[config.mk]
export PLATFORM = sky130hd
export DESIGN_NAME = regfile_scoreboard_flat
export DESIGN_NICKNAME = d
export VERILOG_FILES = /design/src/rtl/regfile_scoreboard_if.sv /design/src/rtl/regfile_scoreboard.sv /design/src/flat_wrapper.sv
export SDC_FILE = /design/constraint.sdc
export NUM_CORES = 1
export LEC_CHECK = 0
export CAP_MARGIN = 20
export CORE_MARGIN = 3
export CORE_UTILIZATION = 30
export CTS_BUF_LIST = sky130_fd_sc_hd__clkbuf_4 sky130_fd_sc_hd__clkbuf_8
export CTS_CLUSTER_DIAMETER = 30
export DETAILED_ROUTE_END_ITERATION = 10
export MAX_ROUTING_LAYER = met4
export PLACE_DENSITY_LB_ADDON = 0.3
export SYNTH_ARGS = -nofsm -noshare
export SYNTH_HDL_FRONTEND = slang
export SYNTH_SLANG_ARGS = --single-unit
export TNS_END_PERCENT = 10
[constraint.sdc]
create_clock -name clock -period 12.2 [get_ports clock]
set_input_delay 1.22 -clock clock [delete_from_list [all_inputs] [get_ports clock]]
set_output_delay 1.22 -clock clock [all_outputs]
set_load 0.01 [all_outputs]
[src/rtl/regfile_scoreboard_if.sv]
// Issue / writeback / status bundle between a dual-issue pipeline and its
// register scoreboard. The pipeline side is the master, the scoreboard the slave.
interface regfile_scoreboard_if #(
  parameter int NR_REG = 32
);
  localparam int RW = (NR_REG > 1) ? $clog2(NR_REG) : 1;

  logic              flush;
  logic              iss_valid1;
  logic              iss_valid2;
  logic              iss_wen1;
  logic              iss_wen2;
  logic [RW-1:0]     iss_rd1;
  logic [RW-1:0]     iss_rd2;
  logic [RW-1:0]     iss_rs1;
  logic [RW-1:0]     iss_rs2;
  logic [RW-1:0]     iss_rs3;
  logic [RW-1:0]     iss_rs4;
  logic              wb_valid1;
  logic              wb_valid2;
  logic [RW-1:0]     wb_rd1;
  logic [RW-1:0]     wb_rd2;
  logic              iss_ok1;
  logic              iss_ok2;
  logic [NR_REG-1:0] busy;
  logic              sb_err;

  modport master (
    output flush, iss_valid1, iss_valid2, iss_wen1, iss_wen2,
    output iss_rd1, iss_rd2, iss_rs1, iss_rs2, iss_rs3, iss_rs4,
    output wb_valid1, wb_valid2, wb_rd1, wb_rd2,
    input  iss_ok1, iss_ok2, busy, sb_err
  );

  modport slave (
    input  flush, iss_valid1, iss_valid2, iss_wen1, iss_wen2,
    input  iss_rd1, iss_rd2, iss_rs1, iss_rs2, iss_rs3, iss_rs4,
    input  wb_valid1, wb_valid2, wb_rd1, wb_rd2,
    output iss_ok1, iss_ok2, busy, sb_err
  );
endinterface

[src/rtl/regfile_scoreboard.sv]
// Register scoreboard for a dual-issue in-order pipeline. Each architectural
// register carries a small counter of writes that have issued but not yet
// written back. Sources with a pending write stall, a destination whose counter
// is full stalls, and slot 2 never issues ahead of slot 1. Register 0 is
// hard-wired and never tracked.
module regfile_scoreboard #(
  parameter int NR_REG = 32,
  parameter int CNT_W  = 2
) (
  input logic                 clock,
  input logic                 reset,
  regfile_scoreboard_if.slave sb
);
  localparam int RW = (NR_REG > 1) ? $clog2(NR_REG) : 1;
  localparam int EW = CNT_W + 2;

  typedef logic [CNT_W-1:0] cnt_t;
  typedef logic [EW-1:0]    ext_t;

  localparam cnt_t          CNT_ZERO = {CNT_W{1'b0}};
  localparam cnt_t          CMAX     = {CNT_W{1'b1}};
  localparam ext_t          CMAX_E   = {2'b00, CMAX};
  localparam ext_t          EXT_ONE  = {{(EW-1){1'b0}}, 1'b1};
  localparam logic [RW-1:0] IDX_ZERO = {RW{1'b0}};

  cnt_t              cnt_q [NR_REG];
  cnt_t              cnt_d [NR_REG];
  logic [NR_REG-1:0] busy_q;
  logic [NR_REG-1:0] busy_d;
  logic              sb_err_q;
  logic              sb_err_d;

  logic              ok1_s;
  logic              ok2_s;
  logic              fire1_s;
  logic              fire2_s;
  logic              rd1_sat_s;
  logic              rd2_sat_s;
  logic              raw_s;

  // A nonzero source register with any write still in flight is a hazard.
  function automatic logic src_hazard(input logic [RW-1:0] idx, input cnt_t cnt);
    return (idx != IDX_ZERO) && (cnt != CNT_ZERO);
  endfunction

  // Issue permission for both slots, from registered counters only (no wb bypass).
  always_comb begin
    rd1_sat_s = 1'b0;
    rd2_sat_s = 1'b0;
    raw_s     = 1'b0;

    if (sb.iss_wen1 && (sb.iss_rd1 != IDX_ZERO)) begin
      rd1_sat_s = (cnt_q[sb.iss_rd1] == CMAX);
    end else begin
      rd1_sat_s = 1'b0;
    end

    // When both slots target the same register, slot 2 sees slot 1's increment.
    if (sb.iss_wen2 && (sb.iss_rd2 != IDX_ZERO)) begin
      if (sb.iss_wen1 && (sb.iss_rd1 == sb.iss_rd2)) begin
        rd2_sat_s = ({2'b00, cnt_q[sb.iss_rd2]} + EXT_ONE) >= CMAX_E;
      end else begin
        rd2_sat_s = (cnt_q[sb.iss_rd2] == CMAX);
      end
    end else begin
      rd2_sat_s = 1'b0;
    end

    if (sb.iss_wen1) begin
      raw_s = ((sb.iss_rs3 != IDX_ZERO) && (sb.iss_rs3 == sb.iss_rd1)) ||
              ((sb.iss_rs4 != IDX_ZERO) && (sb.iss_rs4 == sb.iss_rd1));
    end else begin
      raw_s = 1'b0;
    end

    ok1_s = !sb.flush &&
            !src_hazard(sb.iss_rs1, cnt_q[sb.iss_rs1]) &&
            !src_hazard(sb.iss_rs2, cnt_q[sb.iss_rs2]) &&
            !rd1_sat_s;

    ok2_s = ok1_s && sb.iss_valid1 && !sb.flush &&
            !src_hazard(sb.iss_rs3, cnt_q[sb.iss_rs3]) &&
            !src_hazard(sb.iss_rs4, cnt_q[sb.iss_rs4]) &&
            !raw_s && !rd2_sat_s;

    fire1_s = sb.iss_valid1 && ok1_s;
    fire2_s = sb.iss_valid2 && ok2_s;
  end

  // Next counter values: issues add, writebacks subtract, all in one step;
  // an underflow clamps to zero and latches the sticky error.
  always_comb begin
    ext_t inc_s;
    ext_t dec_s;
    ext_t sum_s;
    inc_s    = {EW{1'b0}};
    dec_s    = {EW{1'b0}};
    sum_s    = {EW{1'b0}};
    sb_err_d = sb_err_q;
    busy_d   = {NR_REG{1'b0}};
    cnt_d[0] = CNT_ZERO;
    for (int r = 1; r < NR_REG; r++) begin
      inc_s = ext_t'(fire1_s && sb.iss_wen1 && (sb.iss_rd1 == RW'(r))) +
              ext_t'(fire2_s && sb.iss_wen2 && (sb.iss_rd2 == RW'(r)));
      dec_s = ext_t'(sb.wb_valid1 && (sb.wb_rd1 == RW'(r))) +
              ext_t'(sb.wb_valid2 && (sb.wb_rd2 == RW'(r)));
      sum_s = {2'b00, cnt_q[r]} + inc_s;
      if (sb.flush) begin
        cnt_d[r] = CNT_ZERO;
      end else if (dec_s > sum_s) begin
        cnt_d[r] = CNT_ZERO;
        sb_err_d = 1'b1;
      end else begin
        cnt_d[r] = cnt_t'(sum_s - dec_s);
      end
      busy_d[r] = (cnt_d[r] != CNT_ZERO);
    end
  end

  // State registers; reset dominates flush, issue and writeback.
  always_ff @(posedge clock) begin
    if (!reset) begin
      for (int i = 0; i < NR_REG; i++) begin
        cnt_q[i] <= CNT_ZERO;
      end
      busy_q   <= {NR_REG{1'b0}};
      sb_err_q <= 1'b0;
    end else begin
      for (int i = 0; i < NR_REG; i++) begin
        cnt_q[i] <= cnt_d[i];
      end
      busy_q   <= busy_d;
      sb_err_q <= sb_err_d;
    end
  end

  assign sb.iss_ok1 = ok1_s;
  assign sb.iss_ok2 = ok2_s;
  assign sb.busy    = busy_q;
  assign sb.sb_err  = sb_err_q;

endmodule

[src/flat_wrapper.sv]
// flat-port wrapper written by rule: the top's interface ports become plain ports
module regfile_scoreboard_flat 
#(
  parameter int NR_REG = 32,
  parameter int CNT_W  = 2
)
  (clock, reset, sb_flush, sb_iss_valid1, sb_iss_valid2, sb_iss_wen1, sb_iss_wen2, sb_iss_rd1, sb_iss_rd2, sb_iss_rs1, sb_iss_rs2, sb_iss_rs3, sb_iss_rs4, sb_wb_valid1, sb_wb_valid2, sb_wb_rd1, sb_wb_rd2, sb_iss_ok1, sb_iss_ok2, sb_busy, sb_sb_err);
  regfile_scoreboard_if #(.NR_REG(NR_REG)) sb_i ();
  input logic clock;
  input logic reset;
  input wire logic [$bits(sb_i.flush)-1:0] sb_flush;
  input wire logic [$bits(sb_i.iss_valid1)-1:0] sb_iss_valid1;
  input wire logic [$bits(sb_i.iss_valid2)-1:0] sb_iss_valid2;
  input wire logic [$bits(sb_i.iss_wen1)-1:0] sb_iss_wen1;
  input wire logic [$bits(sb_i.iss_wen2)-1:0] sb_iss_wen2;
  input wire logic [$bits(sb_i.iss_rd1)-1:0] sb_iss_rd1;
  input wire logic [$bits(sb_i.iss_rd2)-1:0] sb_iss_rd2;
  input wire logic [$bits(sb_i.iss_rs1)-1:0] sb_iss_rs1;
  input wire logic [$bits(sb_i.iss_rs2)-1:0] sb_iss_rs2;
  input wire logic [$bits(sb_i.iss_rs3)-1:0] sb_iss_rs3;
  input wire logic [$bits(sb_i.iss_rs4)-1:0] sb_iss_rs4;
  input wire logic [$bits(sb_i.wb_valid1)-1:0] sb_wb_valid1;
  input wire logic [$bits(sb_i.wb_valid2)-1:0] sb_wb_valid2;
  input wire logic [$bits(sb_i.wb_rd1)-1:0] sb_wb_rd1;
  input wire logic [$bits(sb_i.wb_rd2)-1:0] sb_wb_rd2;
  output wire logic [$bits(sb_i.iss_ok1)-1:0] sb_iss_ok1;
  output wire logic [$bits(sb_i.iss_ok2)-1:0] sb_iss_ok2;
  output wire logic [$bits(sb_i.busy)-1:0] sb_busy;
  output wire logic [$bits(sb_i.sb_err)-1:0] sb_sb_err;
  assign sb_i.flush = sb_flush;
  assign sb_i.iss_valid1 = sb_iss_valid1;
  assign sb_i.iss_valid2 = sb_iss_valid2;
  assign sb_i.iss_wen1 = sb_iss_wen1;
  assign sb_i.iss_wen2 = sb_iss_wen2;
  assign sb_i.iss_rd1 = sb_iss_rd1;
  assign sb_i.iss_rd2 = sb_iss_rd2;
  assign sb_i.iss_rs1 = sb_iss_rs1;
  assign sb_i.iss_rs2 = sb_iss_rs2;
  assign sb_i.iss_rs3 = sb_iss_rs3;
  assign sb_i.iss_rs4 = sb_iss_rs4;
  assign sb_i.wb_valid1 = sb_wb_valid1;
  assign sb_i.wb_valid2 = sb_wb_valid2;
  assign sb_i.wb_rd1 = sb_wb_rd1;
  assign sb_i.wb_rd2 = sb_wb_rd2;
  assign sb_iss_ok1 = sb_i.iss_ok1;
  assign sb_iss_ok2 = sb_i.iss_ok2;
  assign sb_busy = sb_i.busy;
  assign sb_sb_err = sb_i.sb_err;
  regfile_scoreboard #(.NR_REG(NR_REG), .CNT_W(CNT_W)) u_core (.clock(clock), .reset(reset), .sb(sb_i));
endmodule
==> results of run 1 <==
critical path: stages:
cell             delay (ns)
clkdlybuf4s50_1        1.22
nor2b_1                0.31
a21boi_0               0.28
a221oi_1               0.15
a21o_1                 0.23
a221oi_2               0.31
nand4_4                0.50
nor4_1                 0.57
fa_1                   0.25
ha_1                   0.22
inv_1                  0.06
ha_1                   0.26
nand2b_1               0.09
a21oi_1                0.08
nand2_1                0.07
nand4_1                0.16
nor4_1                 0.52
a21oi_1                0.12
o21a_1                 0.18
cells by family (layout without fill, tap and decap cells):
| family | Yosys count | in the layout | share of synthesized area |
|---|---|---|---|
| flip-flops | 94 | 94 | 0.186 |
| buffers and inverters | 189 | 236 | 0.0785 |
| multiplexers | 58 | 58 | 0.109 |
| XOR/XNOR | 44 | 44 | 0.0380 |
| adder cells (fa/ha/maj) | 186 | 186 | 0.252 |
| AND/OR/NAND/NOR | 527 | 527 | 0.260 |
| AO/OA/AOI/OAI | 111 | 111 | 0.0762 |
| other | 1 | 1 | 0.000370 |
power groups by stage:
stage               logic, uW  registers, uW  clock network (uW)
floorplan                87.5            318                   0
global placement          140            319                   0
detailed placement        140            319                   0
CTS                       140            312                 243
global route              152            313                 254
finish                    142            312                 237
synth_stat cells (all sizes together), types with 8 or more instances:
library cell and n:
a211oi 13, a21oi 42, and3 33, buf 29
clkbuf 26, dfxtp 94, fa 31, ha 155
inv 134, mux2i 10, mux4 41, nand2 98
nand2b 43, nand3 26, nand4 16, nor2 136
nor2b 17, nor3 84, nor3b 8, nor4 14
or2 33, xnor2 36, xor2 8
flip-flops by register name, summed over array words and instances, names as in the netlist:
signal and count:
u_core.cnt_q 62, u_core.sb.sb_err 1, u_core.sb.busy 31
metrics by stage:
stage | total power, uW | instances
floorplan | 406 | 1210
global placement | 459 | 1683
detailed placement | 459 | 1683
CTS | 696 | 1699
global route | 719 | 1699
finish | 691 | 1699
how the worst max path moves through the flow:
| stage | end | slack [ns] | depth (start not counted) |
|---|---|---|---|
| 2_1_floorplan | u_core.sb.sb_err | 7.44 | 18 |
| 3_3_place_gp | u_core.sb.sb_err | 5.36 | 19 |
| 3_5_place_dp | u_core.sb.sb_err | 5.33 | 19 |
| 4_1_cts | u_core.sb.sb_err | 5.77 | 19 |
| 5_1_grt | u_core.sb.sb_err | 5.46 | 19 |
| 6_report | u_core.sb.sb_err | 5.68 | 19 |
metal layers:
layer	vias up	track usage	share of wire
li1	4249	-	-
met1	4440	0.297	0.46
met2	451	0.308	0.43
met3	62	0.0389	0.089
met4	0	0.0631	0.025
met5	-	-	0
final cells by class:
type	count	area, um^2
Clock buffer	9	124
Clock inverter	7	81.3
Fill cell	3464	21500
Inverter	134	503
Multi-Input combinational cell	927	7470
Sequential cell	94	1880
Tap cell	442	553
Timing Repair Buffer	86	846
==> summary.md, run 1 <==
| Metric | Value |
|---|---|
| Number of global-route vias before repair | a little over 9000 |
| Hold crit path type | flop to flop |
| Placed inst area | 11300 um^2 |
| Final hold slack | a little over 0.6 ns |
| Worst-Skew Late Latency | 0.42 ns |
| Ys flop type | dfxtp_1 |
| Achievable clock frequency | ~150 MHz |
| Switch Pwr | around 230 uW |
| Final hold vios | 0 |
| Seq/Total Area, Yosys | 0.186 |
| Die ar. | around 36000 um^2 |
| Crit Path Class | input port to flop |
| Arrival time of the worst setup path | slightly below 7 ns |
| Clk pwr share | 0.343 |
| Starting Density | 0.308 |
| Worst setup startpoint | sb_iss_rd2[1] |
| Most common cell after layout, fill and taps aside | ha_1 |
| Worst-Margin Slew | approximately 1.1 ns |
| Layout area overhead | 13.0% |
| Hold Crit Endpoint | u_core.sb.sb_err |
| Number of synthesized flops with an enable pin | 0 |
| Root buf cell | clkbuf_8 |
| Hold depth | 1 |
| Total GRT Usage | 0.211 |
| Ant. Diodes | 0 |
| First-pass GRT wire length | between 50000 and 60000 um |
| Crit. End Element | flop |
| Clock Pin Slew Worst Setup and Hold Paths | about 0.11 ns |
| Yosys reg bits | 94 |
| Post-route cell area | 11500 um^2 |
| Synthesized cell area | 10100 um^2 |
| Avg Cell Area, Syn | roughly 8.4 um^2 |
| Worst vdd ir | ~0.042 mV |
| PortBufs | between 80 and 90 |
| CTS tree | yes |
| Reg-to-reg startpoint | u_core.cnt_q[22][0] |
| Post-CTS Setup Bufs | 0 |
| Post-Syn Instances | ~1200 |
| Pre-Repair DR Iteration Count | 5 |
| Syn Nets | between 1000 and 1500 |
| Total negative setup slack | 0 ns |
| Sw Ratio | 0.334 |
| Tmin final | around 6.5 ns |
| Largest cells by area after synthesis | ha_1 19%, dfxtp_1 19%, mux4_2 9.1%, fa_1 6.1%, nor2_1 5.0% |
| CTS Sinks | between 90 and 100 |
| Via count | 9202 |
| Htree depth | 3 |
| Vias per inst | between 5 and 6 |
| Slew margin rel. | 0.241 |
| Std cell rows | 66 |
| GP Congestion | between 0.9 and 1 |
| Initial antenna violation count | 0 |
| Static Leak | around 0.0049 uW |
| Internal Power | between 400 and 500 uW |
| CORE AREA | between 30000 and 40000 um^2 |
| Worst Clk Skew | ~0.024 ns |
| Setup ws final | 5.68 ns |
| Utilization after layout | 0.348 |
| Min-delay src | u_core.sb.sb_err |
| Setup violators final | 0 |
| Initial DRC count | between 800 and 900 |
| Critical Path RT | between 10 and 15 ns |
| Gate power share | 0.205 |
| Synth area leader | ha_1 |
| Worst-path fanout max | 32 |
| Yosys warning total | 0 |
| Area share of the largest cell type after synthesis | 0.191 |
| Reg2reg end | u_core.sb.sb_err |
| Fin crit share | 0.534 |
| Fin nets | around 1500 |
| Largest net degree at the start of global routing | 35 |
| Layout cells sized above 1 | 0.0899 |
| Resized cells post-CTS | 0 |
| Seq pwr share | 0.452 |
| Setup WS pre-CTS | approximately 5.3 ns |
| Post-CTS Hold Fix Bufs | 0 |
| Pins Over Slew Limit | 0 |
| Most frequent cells in the layout | 155 x ha_1, 136 x nor2_1, 134 x inv_1 |
| RSZ-0062 raised after global routing | no |
| Die width | between 150 and 200 um |
| Startpoint Class | input port |
| Reg-to-reg slack, setup | 7.13 ns |
| Post-DP HPWL | between 20000 and 30000 um |
| DRT antenna net count | 0 |
| Die height | 190 um |
| GR Overflow Total | 0 |
| Routed wire length | 36500 um |
| Boundary Pins | 84 |
| Netlist cell types | 70 |
| WL/cell | 21.5 um |
| Async set-reset flop share out of synthesis | 0 |
| Reg2reg path depth | 18 |
| P per Cell Area | 60.3 nW/um^2 |
| Max Cap Viol | 0 |
| Clock buffer depth | 2 |
| Residual DRC | 0 |
| Status | complete, no violations |
| CTS buffer count | 9 |
Power figures use the tool's default switching activity.
==> run 2, diff against run 1 <==
Clock period 12.2 ns to 6 ns, I/O delays scaled along.
==> run 2 against run 1 <==
Against the previous run: register-to-register slack got worse by 5.9 ns; critical endpoint unchanged; cell area increased by 1.3%; clock skew decreased by 0.0041 ns; clock power increased by 89%; first-iteration DRC count decreased by 11%; setup slack got worse by 4.8 ns; routed wire length decreased by 2.0%; critical path depth increased by 2; global-route usage decreased by 0.49 points; core utilization increased by 0.44 points; count of clock-buffer cells in the layout unchanged.
==> summary.md, run 2 (synthesis results as in run 1) <==
| Metric | Value |
|---|---|
| Worst-Skew Late Latency | 0.42 ns (about the same) |
| Layout Cells excl Fill | 1718 (+1.1%) |
| GP Congestion | 0.933 (-0.81%) |
| Worst vdd ir | 0.108 mV (+160%) |
| PortBufs | 82 (unchanged) |
| Most common cell after layout, fill and taps aside | ha_1 |
| Residual DRC | 0 (unchanged) |
| Max incr delay on CP | 0.89 ns (-0.33 ns) |
| Worst Clk Skew | 0.0201 ns (-0.00408 ns) |
| Pins Over Slew Limit | 0 (unchanged) |
| Vias per inst | 5.35 (-1.2%) |
| First-pass GRT wire length | 54900 um (-2.1%) |
| Fin crit share | 0.845 |
| Initial DRC count | 734 (-11%) |
| Tmin final | roughly 5.1 ns |
| Post-CTS Setup Bufs | 0 (unchanged) |
| Layout area overhead | 14.5% |
| Final hold slack | 0.611 ns (-0.00734 ns) |
| Fin nets | 1506 (+1.3%) |
| Hold crit path type | flop to flop |
| Reg-to-reg startpoint | u_core.cnt_q[20][0] |
| Routing usage on met2 | 0.305 (-0.00346) |
| Routed wire length | 35800 um (-2.0%) |
| Die height | 190 um (unchanged) |
| CTS buffer count | 9 (unchanged) |
| Critical Path RT | 6.32 ns (-6.20 ns) |
| RSZ-0062 raised after global routing | no |
| Std cell rows | 66 (unchanged) |
| P per Cell Area | 119 nW/um^2 (+97%) |
| Worst-path fanout max | 15 (-53%) |
| Total GRT Usage | 0.206 (-0.00492) |
| Clock Pin Slew Worst Setup and Hold Paths | 0.11 ns (about the same) |
| Reg2reg path depth | 19 (+1) |
| Htree depth | 3 (unchanged) |
| Layout cells sized above 1 | 0.103 (+0.0136) |
| Die width | 190 um (unchanged) |
| Hold depth | 1 (unchanged) |
| Via count | 9190 (-0.13%) |
| Dpl cells | 1702 (+1.1%) |
| Post-DP HPWL | 28900 um (-0.15%) |
| Min-delay src | u_core.sb.sb_err |
| Status | complete, no violations |
| Max reg flops | 62 (unchanged) |
| Resized cells post-CTS | 0 (unchanged) |
| Total power | 1380 uW (+99%) |
| WP buf/inv | 4 (+2) |
| CTS tree | yes |
| Ant. Diodes | 0 (unchanged) |
| Worst-Margin Slew | 0.941 ns (-0.194 ns) |
| Crit Path Class | input port to flop |
| Static Leak | 0.00496 uW (+2.0%) |
| DRT antenna net count | 0 (unchanged) |
| Setup ws final | 0.928 ns (-4.76 ns) |
| Die ar. | 36000 um^2 (unchanged) |
| Boundary Pins | 84 (unchanged) |
| CTS Sinks | 94 (unchanged) |
| Worst setup startpoint | sb_iss_rd1[3] |
| Clock buffer depth | 2 (unchanged) |
| Root buf cell | clkbuf_8 |
| GR peak layer | met2 |
| WL/cell | 20.8 um (-3.1%) |
| Max Cap Viol | 0 (unchanged) |
| Post-CTS Hold Fix Bufs | 0 (unchanged) |
| CORE AREA | 32900 um^2 (unchanged) |
| Achievable clock frequency | just under 200 MHz |
| Largest net degree at the start of global routing | 34 (-2.9%) |
| Starting Density | 0.308 (unchanged) |
| Startpoint Class | input port |
| Arrival time of the worst setup path | 5.40 ns (-1.44 ns) |
| GR Overflow Total | 0 (unchanged) |
| Worst path cell trace | clkdlybuf4s50_1 -> nor2_1 -> buf_4 -> nand3_1 -> a31oi_1 -> o221ai_1 -> a22o_1 -> nand3_2 -> nor4_1 -> buf_4 -> fa_1 -> ha_1 -> inv_1 -> ha_1 -> nand2b_1 -> a21oi_1 -> nand2_1 -> nand4_1 -> nor4_1 -> a21oi_1 -> o21a_1 |
| Most flops, register | u_core.cnt_q |
| Crit. End Element | flop |
| Delay-heaviest family, CP | simple AND/OR/NAND/NOR gates |
| Initial antenna violation count | 0 (unchanged) |
| Met3 Use GR | 0.0334 (-0.00553) |
| Setup violators final | 0 (unchanged) |
| GR Layer Usage met1 | 0.291 (-0.00673) |
| Setup WS pre-CTS | 0.545 ns (-4.78 ns) |
| Most frequent cells in the layout | 155 x ha_1, 136 x nor2_1, 134 x inv_1 |
| Total negative setup slack | 0 ns (unchanged) |
| Number of global-route vias before repair | 9064 (-0.044%) |
| Slew margin rel. | 0.370 (+0.130) |
| Slowest library cell on the worst path | clkdlybuf4s50_1 |
| WP depth | 21 (+2) |
| Final hold vios | 0 (unchanged) |
| Pre-Repair DR Iteration Count | 5 (unchanged) |
run 2: changes by cell type in the layout (fill, tap and decap cells not counted):
cell,previous run,this run
buf_12,0,2
inv_6,1,5
inv_8,1,0
clkinvlp_4,3,1
bufinv_16,1,0
buf_4,4,21
run 2: final cells by class:
| class | instances | area, um^2 |
|---|---|---|
| fillers | 3395 | 21300 |
| multi-input cells | 927 | 7470 |
| flip-flops and latches | 94 | 1880 |
| repair buffers | 105 | 1010 |
| well taps | 442 | 553 |
| inverters | 134 | 503 |
| clock buffers | 9 | 124 |
| clock inverters | 7 | 60.1 |
run 2: per-stage QoR:
| step | utilization | instance area, um^2 |
|---|---|---|
| after floorplan | - | 10100 |
| after global placement | 0.347 | 11400 |
| after detailed placement | 0.347 | 11400 |
| after CTS | 0.352 | 11600 |
| after global routing | 0.352 | 11600 |
| final | 0.352 | 11600 |
run 2: metal layers:
| metal | wire, um | up-vias |
|---|---|---|
| met5 | 0 | - |
| met4 | 819 | 0 |
| met3 | 3050 | 52 |
| met2 | 15400 | 395 |
| met1 | 16500 | 4451 |
| li1 | - | 4292 |
run 2: path summary, 6_finish.rpt:
check / to / slack, ns
max reg2reg: u_core.sb.sb_err / 1.25
min reg2reg: u_core.sb.sb_err / 0.61
max: u_core.sb.sb_err / 0.93
min: u_core.sb.sb_err / 0.61
run 2: power by group:
part	leakage (uW)	internal, uW	switching (uW)
registers	0.000758	629	6.92
clock network	0.0000916	159	289
logic	0.00411	119	176
==> run 3, diff against run 2 <==
Clock period 6 ns to 5.1 ns, I/O delays scaled along.
==> run 3 against run 2 <==
Against the previous run: cell area rose by 9.7%; combinational power rose by 39%; clock power rose by 22%; via count rose by 6.1%; final cell count rose by 7.5%; sequential cell count did not move; sequential power rose by 17%; critical path depth fell by 2; first-iteration DRC count rose by 26%; routed wire length rose by 8.8%; critical path type is now flop to flop; critical endpoint unchanged; largest cell class unchanged.
==> summary.md, run 3 (synthesis results as in run 1) <==
| Metric | Value |
|---|---|
| Total GRT Usage | 0.222 (+0.0159) |
| Delay-heaviest family, CP | simple AND/OR/NAND/NOR gates |
| Footprint of the multi-input gates | 7510 um^2 (+0.44%) |
| Root buf cell | clkbuf_8 |
| Pins Over Slew Limit | 0 (unchanged) |
| Worst Clk Skew | 0.0255 ns (+0.00535 ns) |
| Arrival time of the worst setup path | 5.23 ns (-0.17 ns) |
| DRT antenna net count | 0 (unchanged) |
| Boundary Pins | 84 (unchanged) |
| First-pass GRT wire length | 58200 um (+6.1%) |
| PortBufs | 82 (unchanged) |
| Hold depth | 1 (unchanged) |
| Max reg flops | 62 (unchanged) |
| Reg2reg end | u_core.sb.sb_err |
| Placed inst area | 12500 um^2 (+9.3%) |
| Tmin final | between 4 and 5 ns |
| GP Congestion | 0.962 (+3.1%) |
| Crit Path Class | flop to flop |
| Achievable clock frequency | around 200 MHz |
| Crit. End Element | flop |
| WP buf/inv | 4 (unchanged) |
| P per Cell Area | 134 nW/um^2 (+13%) |
| Most common cell after layout, fill and taps aside | ha_1 |
| Layout cells sized above 1 | 0.189 (+0.0860) |
| Total power | 1700 uW (+24%) |
| Number of global-route vias before repair | 9639 (+6.3%) |
| Hold crit path type | flop to flop |
| WL/cell | 21.1 um (+1.2%) |
| Critical Path RT | 5.42 ns (-0.90 ns) |
| CP most frequent cell | buf_4 |
| Routed wire length | 38900 um (+8.8%) |
| Post-DP HPWL | 31500 um (+9.0%) |
| # fillers | 3351 (-1.3%) |
| Max incr delay on CP | 0.49 ns (-0.40 ns) |
| Post-route cell area | 12700 um^2 (+9.7%) |
| Fin nets | 1634 (+8.5%) |
| Initial antenna violation count | 0 (unchanged) |
| Slew margin rel. | 0.353 (-0.0176) |
| CORE AREA | 32900 um^2 (unchanged) |
| Fin crit share | 0.963 |
| Die width | 190 um (unchanged) |
| Htree depth | 3 (unchanged) |
| Std cell rows | 66 (unchanged) |
| Die ar. | 36000 um^2 (unchanged) |
| Most frequent cells in the layout | 155 x ha_1, 140 x buf_4, 136 x nor2_1 |
| Reg2reg path depth | 19 (unchanged) |
| Slowest library cell on the worst path | nor2_1 |
| Reg-to-reg startpoint | u_core.cnt_q[4][1] |
| Startpoint Class | flop |
| Starting Density | 0.308 (unchanged) |
| Status | complete, no violations |
| Clock Pin Slew Worst Setup and Hold Paths | 0.12 ns (about the same) |
| Worst vdd ir | 0.0988 mV (-8.7%) |
| Setup violators final | 0 (unchanged) |
| CTS Sinks | 94 (unchanged) |
| Initial DRC count | 927 (+26%) |
| Ant. Diodes | 0 (unchanged) |
| Reg-to-reg slack, setup | 0.19 ns (-1.06 ns) |
| Most flops, register | u_core.cnt_q |
| Vias per inst | 5.28 (-1.2%) |
| Min-delay src | u_core.sb.sb_err |
| Max Cap Viol | 0 (unchanged) |
| Hold Crit Endpoint | u_core.sb.sb_err |
| Final hold vios | 0 (unchanged) |
| Reg area | 1880 um^2 (unchanged) |
| Worst-Margin Slew | 0.968 ns (+0.0263 ns) |
| Worst-path fanout max | 5 (-10) |
| CTS tree | yes |
| Worst-Skew Late Latency | 0.41 ns (about the same) |
| Clock buffer depth | 2 (unchanged) |
| Die height | 190 um (unchanged) |
| Residual DRC | 0 (unchanged) |
| CTS buffer count | 9 (unchanged) |
| Pre-Repair DR Iteration Count | 5 (unchanged) |
| Static Leak | 0.00563 uW (+13%) |
| Layout area overhead | 25.5% |
| Via count | 9752 (+6.1%) |
| Worst path cell trace | nor2_1 -> o21ai_0 -> a211oi_1 -> o311ai_1 -> buf_4 -> buf_4 -> a21oi_2 -> nand3_2 -> buf_12 -> nor4_1 -> buf_4 -> fa_1 -> ha_1 -> nand2_1 -> nand2_1 -> nand4_1 -> nor4_1 -> a21oi_1 -> o21a_1 |
| GR Overflow Total | 0 (unchanged) |
| Largest net degree at the start of global routing | 32 (-5.9%) |
run 3: worst reg2reg max path: cells and delay by family (launching register included):
family / cells / cell delay (ns)
adder cells (fa/ha/maj): 2 / 0.78
AO/OA/AOI/OAI: 6 / 1.24
buffers and inverters: 4 / 0.72
flip-flops: 1 / 0.33
AND/OR/NAND/NOR: 7 / 1.75
run 3: cell type report:
| cell class | count | share of cell area |
|---|---|---|
| multi-input cells | 927 | 0.590 |
| repair buffers | 233 | 0.164 |
| clock inverters | 6 | 0.00550 |
| flip-flops and latches | 94 | 0.148 |
| well taps | 442 | 0.0434 |
| inverters | 134 | 0.0395 |
| clock buffers | 10 | 0.0103 |
run 3: where the power goes:
group          internal [uW]  leakage [uW]  total [uW]  switching [uW]
clock                    236      0.000104         547             310
sequential               739      0.000758         746            7.10
combinational            180       0.00477         410             231
total                   1160       0.00563        1700             548
run 3: worst max path at each step:
| stage | slack (ns) | to | start | depth (start not counted) |
|---|---|---|---|---|
| 2_1_floorplan | 1.05 | u_core.sb.sb_err | sb_iss_rs1[0] | 18 |
| 6_report | 0.19 | u_core.sb.sb_err | u_core.cnt_q[4][1] | 19 |
| 3_5_place_dp | -0.23 | u_core.sb.sb_err | sb_iss_rs1[0] | 22 |
| 3_3_place_gp | -0.35 | u_core.sb.busy[4] | sb_iss_rs1[0] | 18 |
| 5_1_grt | -0.01 | u_core.sb.sb_err | sb_iss_rs1[0] | 23 |
| 4_1_cts | 0.18 | u_core.sb.sb_err | sb_iss_rs1[0] | 22 |
run 3: layer usage:
layer  wire (um)  vias to the layer above  part of all wire  global-route usage
li1            -                     4544                 -                   -
met2       16700                      463              0.43               0.325
met5           0                        -                 0                   -
met1       17600                     4680              0.45               0.305
met4        1130                        0             0.029              0.0725
met3        3540                       65             0.091              0.0486
run 3: repair_timing:
action,4_1_cts,5_1_grt
gates resized for setup,0,6
buffers inserted,0,2
hold buffers,0,0
endpoints found under the setup margin,0,5
run 3: per-stage QoR:
| stage | hold WS, ns | utilization | setup TNS [ns] | instances | worst slack (ns) |
|---|---|---|---|---|---|
| 2_1_floorplan | 0.509 | - | 0 | 1210 | 1.05 |
| 5_1_grt | 0.599 | 0.386 | -0.00966 | 1846 | -0.00966 |
| 3_3_place_gp | 0.549 | 0.379 | -2.28 | 1828 | -0.353 |
| 3_5_place_dp | 0.542 | 0.379 | -1.18 | 1828 | -0.229 |
| 6_report | 0.606 | 0.386 | 0 | 1846 | 0.190 |
| 4_1_cts | 0.574 | 0.385 | 0 | 1844 | 0.184 |
